<file path="src/rtl/random_pkg.sv">
// ----------------------------------------------------------------------------
// random_pkg
// Shared constants for the random-source subsystem. The scheduler, its
// interface and its round-robin picker all import this package.
//   RANDOM_WIDTH    : width of the LFSR output word
//   LFSR_PERIOD     : sequence length of the 8-bit maximal LFSR
//   DEFAULT_SPACING : cycles between samples that fully shifts out a word
//   idx_width()     : index/counter width helper, never narrower than 1 bit
// ----------------------------------------------------------------------------
package random_pkg;

    localparam int RANDOM_WIDTH    = 8;
    localparam int LFSR_PERIOD     = 255;
    localparam int DEFAULT_SPACING = 8;

    // Width able to hold values 0..n-1; a 1-bit field is still needed for n<=1.
    function automatic int idx_width(input int n);
        return (n > 1) ? $clog2(n) : 1;
    endfunction

endpackage

</file>
<file path="src/rtl/random_scheduler_if.sv">
// ----------------------------------------------------------------------------
// random_scheduler_if
// Bundles the signals between the LFSR / pixel-pipeline clients and the
// random_scheduler.
//   random : current LFSR word, new value every cycle
//   req    : level request per client
//   ack    : one-hot, one-cycle grant pulse
//   data   : sampled random word, valid with ack and held afterwards
//   busy   : spacing window active, no grant can issue this cycle
// Modports: master = clients/LFSR side, slave = scheduler side.
// ----------------------------------------------------------------------------
interface random_scheduler_if
    import random_pkg::*;
#(
    parameter int NUM_REQ = 4,
    parameter int WIDTH   = RANDOM_WIDTH
);

    logic [WIDTH-1:0]   random;
    logic [NUM_REQ-1:0] req;
    logic [NUM_REQ-1:0] ack;
    logic [WIDTH-1:0]   data;
    logic               busy;

    modport master (output random, output req, input ack, input data, input busy);
    modport slave  (input random, input req, output ack, output data, output busy);

endinterface

</file>
<file path="src/rtl/random_scheduler_rr_pick.sv">
// ----------------------------------------------------------------------------
// rr_pick
// Combinational round-robin selector. Starting at index ptr and wrapping
// modulo NUM_REQ, the first set bit of eligible wins.
//   eligible : candidate vector
//   ptr      : index where the search starts (always < NUM_REQ)
//   grant    : one-hot of the winner, zero when nothing is eligible
//   idx      : binary index of the winner
//   any      : at least one candidate was eligible
// ----------------------------------------------------------------------------
module rr_pick
    import random_pkg::*;
#(
    parameter int NUM_REQ = 4,
    localparam int PW     = idx_width(NUM_REQ)
) (
    input  logic [NUM_REQ-1:0] eligible,
    input  logic [PW-1:0]      ptr,
    output logic [NUM_REQ-1:0] grant,
    output logic [PW-1:0]      idx,
    output logic               any
);

    // One extra bit so ptr+k never overflows before the modulo fold.
    localparam int SW = PW + 1;

    logic [SW-1:0] sum;
    logic [PW-1:0] pos;

    // Walk the candidates in rotated order. NUM_REQ need not be a power of
    // two, so the wrap is an explicit subtract rather than a bit truncation.
    always_comb begin
        grant = '0;
        idx   = '0;
        any   = 1'b0;
        sum   = '0;
        pos   = '0;
        for (int k = 0; k < NUM_REQ; k++) begin
            sum = {1'b0, ptr} + SW'(k);
            if (sum >= SW'(NUM_REQ)) begin
                sum = sum - SW'(NUM_REQ);
            end
            pos = sum[PW-1:0];
            if (!any && eligible[pos]) begin
                any        = 1'b1;
                idx        = pos;
                grant[pos] = 1'b1;
            end
        end
    end

endmodule

</file>
<file path="src/rtl/random_scheduler.sv">
// ----------------------------------------------------------------------------
// random_scheduler
// Shares one free-running LFSR among several requesters. Grants are issued
// round-robin and no closer than SPACING cycles apart, so successive samples
// handed out do not share shifted bits.
//   clk : system clock (the LFSR steps on the same edge)
//   rst : asynchronous, active-low reset
//   bus : random_scheduler_if slave modport (random, req in; ack, data,
//         busy out)
// ----------------------------------------------------------------------------
module random_scheduler
    import random_pkg::*;
#(
    parameter int NUM_REQ = 4,
    parameter int WIDTH   = RANDOM_WIDTH,
    parameter int SPACING = DEFAULT_SPACING
) (
    input logic               clk,
    input logic               rst,
    random_scheduler_if.slave bus
);

    localparam int GW = idx_width(SPACING);
    localparam int PW = idx_width(NUM_REQ);
    localparam logic [GW-1:0] GAP_RESET = GW'(SPACING - 1);

    logic [NUM_REQ-1:0] ack_q,  ack_d;
    logic [WIDTH-1:0]   data_q, data_d;
    logic [GW-1:0]      gap_q,  gap_d;
    logic [PW-1:0]      ptr_q,  ptr_d;

    logic [NUM_REQ-1:0] eligible;
    logic [NUM_REQ-1:0] pick_grant;
    logic [PW-1:0]      pick_idx;
    logic               pick_any;
    logic               grant_now;

    // A client still seeing its ack this cycle is masked out; this only has
    // an effect when SPACING is 1 and grants can land on adjacent cycles.
    assign eligible = bus.req & ~ack_q;

    rr_pick #(.NUM_REQ(NUM_REQ)) u_pick (
        .eligible (eligible),
        .ptr      (ptr_q),
        .grant    (pick_grant),
        .idx      (pick_idx),
        .any      (pick_any)
    );

    assign grant_now = (gap_q == '0) && pick_any;

    // Next-state: a grant pulses ack, captures the current random word,
    // restarts the spacing window and moves the pointer past the winner.
    // Otherwise the window counts down to zero and data is held.
    always_comb begin
        ack_d  = '0;
        data_d = data_q;
        gap_d  = (gap_q == '0) ? gap_q : gap_q - GW'(1);
        ptr_d  = ptr_q;
        if (grant_now) begin
            ack_d  = pick_grant;
            data_d = bus.random;
            gap_d  = GAP_RESET;
            if (pick_idx == PW'(NUM_REQ - 1)) begin
                ptr_d = '0;
            end else begin
                ptr_d = pick_idx + PW'(1);
            end
        end
    end

    always_ff @(posedge clk or negedge rst) begin
        if (!rst) begin
            ack_q  <= '0;
            data_q <= '0;
            gap_q  <= GAP_RESET;
            ptr_q  <= '0;
        end else begin
            ack_q  <= ack_d;
            data_q <= data_d;
            gap_q  <= gap_d;
            ptr_q  <= ptr_d;
        end
    end

    assign bus.ack  = ack_q;
    assign bus.data = data_q;
    assign bus.busy = (gap_q != '0);

endmodule

</file>
<file path="src/flat_wrapper.sv">
// flat-port wrapper written by rule: the top's interface ports become plain ports
module random_scheduler_flat import random_pkg::*;
#(
    parameter int NUM_REQ = 4,
    parameter int WIDTH   = RANDOM_WIDTH,
    parameter int SPACING = DEFAULT_SPACING
)
  (clk, rst, bus_random, bus_req, bus_ack, bus_data, bus_busy);
  random_scheduler_if #(.NUM_REQ(NUM_REQ), .WIDTH(WIDTH)) bus_i ();
  input logic clk;
  input logic rst;
  input wire logic [$bits(bus_i.random)-1:0] bus_random;
  input wire logic [$bits(bus_i.req)-1:0] bus_req;
  output wire logic [$bits(bus_i.ack)-1:0] bus_ack;
  output wire logic [$bits(bus_i.data)-1:0] bus_data;
  output wire logic [$bits(bus_i.busy)-1:0] bus_busy;
  assign bus_i.random = bus_random;
  assign bus_i.req = bus_req;
  assign bus_ack = bus_i.ack;
  assign bus_data = bus_i.data;
  assign bus_busy = bus_i.busy;
  random_scheduler #(.NUM_REQ(NUM_REQ), .WIDTH(WIDTH), .SPACING(SPACING)) u_core (.clk(clk), .rst(rst), .bus(bus_i));
endmodule
</file>
<file path="config.mk">
export PLATFORM = sky130hd
export DESIGN_NAME = random_scheduler_flat
export DESIGN_NICKNAME = d
export VERILOG_FILES = /design/src/rtl/random_pkg.sv /design/src/rtl/random_scheduler_if.sv /design/src/rtl/random_scheduler_rr_pick.sv /design/src/rtl/random_scheduler.sv /design/src/flat_wrapper.sv
export SDC_FILE = /design/constraint.sdc
export NUM_CORES = 1
export LEC_CHECK = 0
export BUFFER_PORTS_ARGS = -buffer_cell sky130_fd_sc_hd__buf_4
export CORE_MARGIN = 8
export CORE_UTILIZATION = 29
export CTS_CLUSTER_DIAMETER = 80
export DETAILED_ROUTE_END_ITERATION = 7
export PLACE_DENSITY = 0.57
export SLEW_MARGIN = 15
export SYNTH_ARGS = -nofsm -noshare
export SYNTH_HDL_FRONTEND = slang
export SYNTH_SLANG_ARGS = --single-unit
</file>
<file path="constraint.sdc">
create_clock -name clk -period 3.35 [get_ports clk]
set_clock_uncertainty 0.2 [all_clocks]
set_input_delay 0.335 -clock clk [delete_from_list [all_inputs] [get_ports clk]]
set_output_delay 0.335 -clock clk [all_outputs]
set_load 0.02 [all_outputs]
</file>
==> results.rst <==
.. list-table::
   :header-rows: 1

   * - Metric
     - Value
   * - Status
     - complete, no violations
   * - Library cell used as clock root buffer
     - sky130_fd_sc_hd__clkbuf_8
   * - Area inside the core boundary
     - around 0.004 mm^2
   * - Simple-gate portion of the synthesized area
     - 0.126
   * - Initial core utilization
     - 0.300
   * - Full die area
     - roughly 0.0064 mm^2
   * - NetSw
     - around 0.63 mW
   * - Post-synth net total
     - around 130
   * - Worst hold path stage count
     - 2
   * - Hold EP
     - u_core.bus.data[0]
   * - Most frequent cells in the layout
     - 26 x sky130_fd_sc_hd__buf_4, 14 x sky130_fd_sc_hd__dfrtp_1, 11 x sky130_fd_sc_hd__ha_1
   * - Arrival time at the worst endpoint
     - 3.01 ns
   * - Area Growth Syn to Fin
     - 24.0%
   * - First element of the critical path
     - u_core.ptr_q[0]
   * - Remaining DRCs
     - 0
   * - Final critical delay including setup and external delays
     - 3.04 ns
   * - Number of fill cells
     - roughly 410
   * - Reg2Reg Setup Slack
     - about 0.31 ns
   * - Vertical die dimension
     - approximately 80 um
   * - Critical path fanouts, max
     - 13
   * - Count of final max-slew check failures
     - 0
   * - Wire length of the first global-routing pass
     - around 4800 um
   * - Number of distinct standard cells referenced by the synthesized netlist
     - 39
   * - Relative contribution of sequential cells to total power
     - 0.283
   * - Final nets
     - between 150 and 200
   * - Number of violations of the max-capacitance limit
     - 0
   * - Type of the tightest min-delay check
     - input pin to register
   * - Number of nets still failing antenna checks after routing
     - 0
   * - Worst hold slack across all endpoints
     - 0.0960 ns
   * - Classification of the worst setup path
     - register to register
   * - Fin cells
     - 186
   * - Clock edge transition at the registers on the reported setup and hold paths
     - approximately 0.070 ns
   * - Critical Path Sink Type
     - register
   * - Async SR Flop Fraction
     - 1.00
   * - Clock tree buffer depth
     - 2
   * - Number of buffers added to fix hold violations after cts
     - 1
   * - Largest net degree at the start of global routing
     - 18
   * - IO Count
     - 27
   * - HP Start
     - bus_random[0]
   * - Cell-internal power
     - 0.753 mW
   * - Vias after detailed routing
     - 963
   * - Gr ovfl total
     - 0
   * - Post-CTS Setup Bufs
     - 0
   * - Layout cells sized above 1
     - 0.324
   * - Post-synthesis area per instance
     - 10.9 um^2
   * - Core Util, Final
     - 0.371
   * - Top FF cell, synth
     - sky130_fd_sc_hd__dfrtp_1
   * - Post_cts resized
     - 0
   * - Drt via density
     - 5.18
   * - XOR/XNOR Fraction of Synth Area
     - 0
   * - Maximum vdd ir drop
     - roughly 0.22 mV
   * - Worst-case reg-to-reg path depth
     - 9
   * - Wire length after detailed routing
     - 2850 um
   * - FF+latch count, synth
     - 17
   * - Total number of placement rows
     - 23
   * - Final-report hold violation count
     - 0
   * - Mapped cell area
     - 0.00119 mm^2
   * - Fraction of the mapped netlist area in compound gates
     - 0.171
   * - Number of diodes
     - 0
   * - Number of buffers inserted during clock tree synthesis
     - 3
   * - Maximum clock rate
     - ~330 MHz
   * - Adder and majority gate portion of the synthesized area
     - 0.116
   * - Combinational family with the most area after synthesis
     - compound AO/OA/AOI/OAI gates
   * - H-tree levels
     - 1
   * - Pre-Repair DR Iteration Count
     - 4
   * - Multiplexer share of the synthesized area
     - 0.167
   * - Final RePlAce weighted congestion
     - approximately 0.84
   * - Sequential cell area
     - approximately 430 um^2
   * - Cell area power density
     - 935 mW/mm^2
   * - CTS tree
     - built
   * - Rel. slew slack
     - 0.482
   * - Avg WL per Cell
     - 15.3 um
   * - Combined global-route utilization of all metal layers
     - 0.0919
   * - Share of the cycle needed by the critical path after routing
     - 0.907
   * - Number of buffers inserted by port buffering
     - 26
   * - Number of antenna violations at the first check in global routing
     - 0
   * - Post-synthesis sequential area ratio
     - 0.361
   * - Placed instance count
     - around 180
   * - Clk network pwr share
     - 0.113
   * - Worst-Margin Slew
     - a little under 0.8 ns
   * - RSZ-0062 raised after global routing
     - false
   * - Yosys Warn Count
     - 0
   * - Finish-stage setup viols
     - 0
   * - Required time of the worst setup path
     - 3.32 ns
   * - Insertion delay of the later-clocked pin in the worst-skew pair
     - 0.25 ns
   * - Combinational share of power
     - 0.604
   * - Multi-input combinational cell area
     - 691 um^2
   * - Setup TNS after final layout
     - 0 ns
   * - Static leakage power
     - ~0.64 nW
   * - Die W
     - 80.1 um
   * - Number of clock sinks
     - 17
   * - Initial DRC count
     - 105
   * - Mapped Cells
     - between 100 and 150
   * - Vias in the first global route
     - 946
   * - Count of flip-flops with a built-in enable after synthesis
     - 0
   * - Source of the worst register-to-register timing path
     - u_core.ptr_q[0]
   * - Net Sw Frac
     - 0.454
   * - Detailed placement HPWL
     - about 2200 um
   * - Type of origin of the critical path
     - register
   * - R2R Path End
     - u_core.ptr_q[0]
   * - Commonest non-fill, non-tap cell in the layout
     - sky130_fd_sc_hd__buf_4
sequential cells by signal, indices dropped and copies added (netlist names):
| name | flops |
|---|---|
| u_core.bus.ack | 4 |
| u_core.bus.data | 8 |
| u_core.gap_q | 3 |
| u_core.ptr_q | 2 |
layer usage:
metal / up-vias / wire [um] / GRT usage
li1: 461 / - / -
met1: 475 / 1220 / 0.111
met2: 23 / 1490 / 0.158
met3: 4 / 83 / 0.0112
met4: 0 / 53 / 0.0418
met5: - / 0 / 0
cells by family (layout without fill, tap and decap cells):
family          count (synthesis)  count (layout)
mux                            15              15
fa+ha+maj                      11              11
flops                          17              17
simple gates                   24              24
compound gates                 29              29
buf+inv                        13              40
synth_stat cells, types with 2 or more instances:
master                     instances  area share
sky130_fd_sc_hd__dfrtp_1          14        0.29
sky130_fd_sc_hd__ha_1             11        0.12
sky130_fd_sc_hd__mux2_1            8       0.076
sky130_fd_sc_hd__inv_1             7       0.022
sky130_fd_sc_hd__o22ai_1           5       0.026
sky130_fd_sc_hd__a221oi_1          4       0.029
sky130_fd_sc_hd__nand2_1           4       0.013
sky130_fd_sc_hd__nor2_1            4       0.013
sky130_fd_sc_hd__nor2b_1           4       0.021
sky130_fd_sc_hd__o21ai_0           4       0.017
sky130_fd_sc_hd__a21oi_1           3       0.013
sky130_fd_sc_hd__dfstp_2           3       0.066
sky130_fd_sc_hd__mux2i_1           3       0.025
sky130_fd_sc_hd__mux4_2            3       0.057
sky130_fd_sc_hd__o21ai_1           3       0.013
sky130_fd_sc_hd__a211oi_1          2       0.013
sky130_fd_sc_hd__buf_6             2       0.019
sky130_fd_sc_hd__nand2b_1          2       0.011
sky130_fd_sc_hd__nor3_1            2      0.0084
sky130_fd_sc_hd__o311ai_0          2       0.015
power by group through the flow:
| stage | Sequential (mW) | Clock (mW) | Combinational [mW] |
|---|---|---|---|
| after floorplan | 0.430 | 0 | 0.560 |
| after global placement | 0.388 | 0 | 0.809 |
| after detailed placement | 0.395 | 0 | 0.833 |
| after CTS | 0.391 | 0.160 | 0.837 |
| after global routing | 0.406 | 0.169 | 0.920 |
| final | 0.390 | 0.156 | 0.833 |
worst max-delay path by stage:
stage	endpoint	slack, ns	cells after the start
finish	u_core.ptr_q[0]	0.31	9
global route	u_core.ptr_q[0]	0.16	9
CTS	u_core.ptr_q[0]	0.35	9
detailed placement	u_core.ptr_q[0]	0.38	9
global placement	u_core.ptr_q[0]	0.50	9
floorplan	u_core.ptr_q[0]	0.74	10
critical path: stages (launching register included):
cell,delay (ns)
sky130_fd_sc_hd__dfrtp_1,0.70
sky130_fd_sc_hd__inv_6,0.12
sky130_fd_sc_hd__ha_1,0.34
sky130_fd_sc_hd__inv_1,0.18
sky130_fd_sc_hd__mux4_2,0.35
sky130_fd_sc_hd__nor2_1,0.10
sky130_fd_sc_hd__a221o_1,0.34
sky130_fd_sc_hd__ha_1,0.22
sky130_fd_sc_hd__o31a_1,0.30
sky130_fd_sc_hd__o22ai_1,0.12
cell type report:
| class | count | area share |
|---|---|---|
| inverter | 9 | 0.0263 |
| timing repair buffer | 27 | 0.139 |
| tap | 50 | 0.0424 |
| clock inverter | 1 | 0.00509 |
| sequential | 17 | 0.291 |
| clock buffer | 3 | 0.0280 |
| multi-input combinational | 79 | 0.468 |
stage by stage:
stage	worst slack, ns	instance area (um^2)	total power [mW]
final	0.313	1480	1.38
after global routing	0.163	1480	1.49
after CTS	0.347	1480	1.39
after detailed placement	0.378	1420	1.23
after global placement	0.503	1420	1.20
after floorplan	0.744	1190	0.991
(Power assumes the default switching activity.)
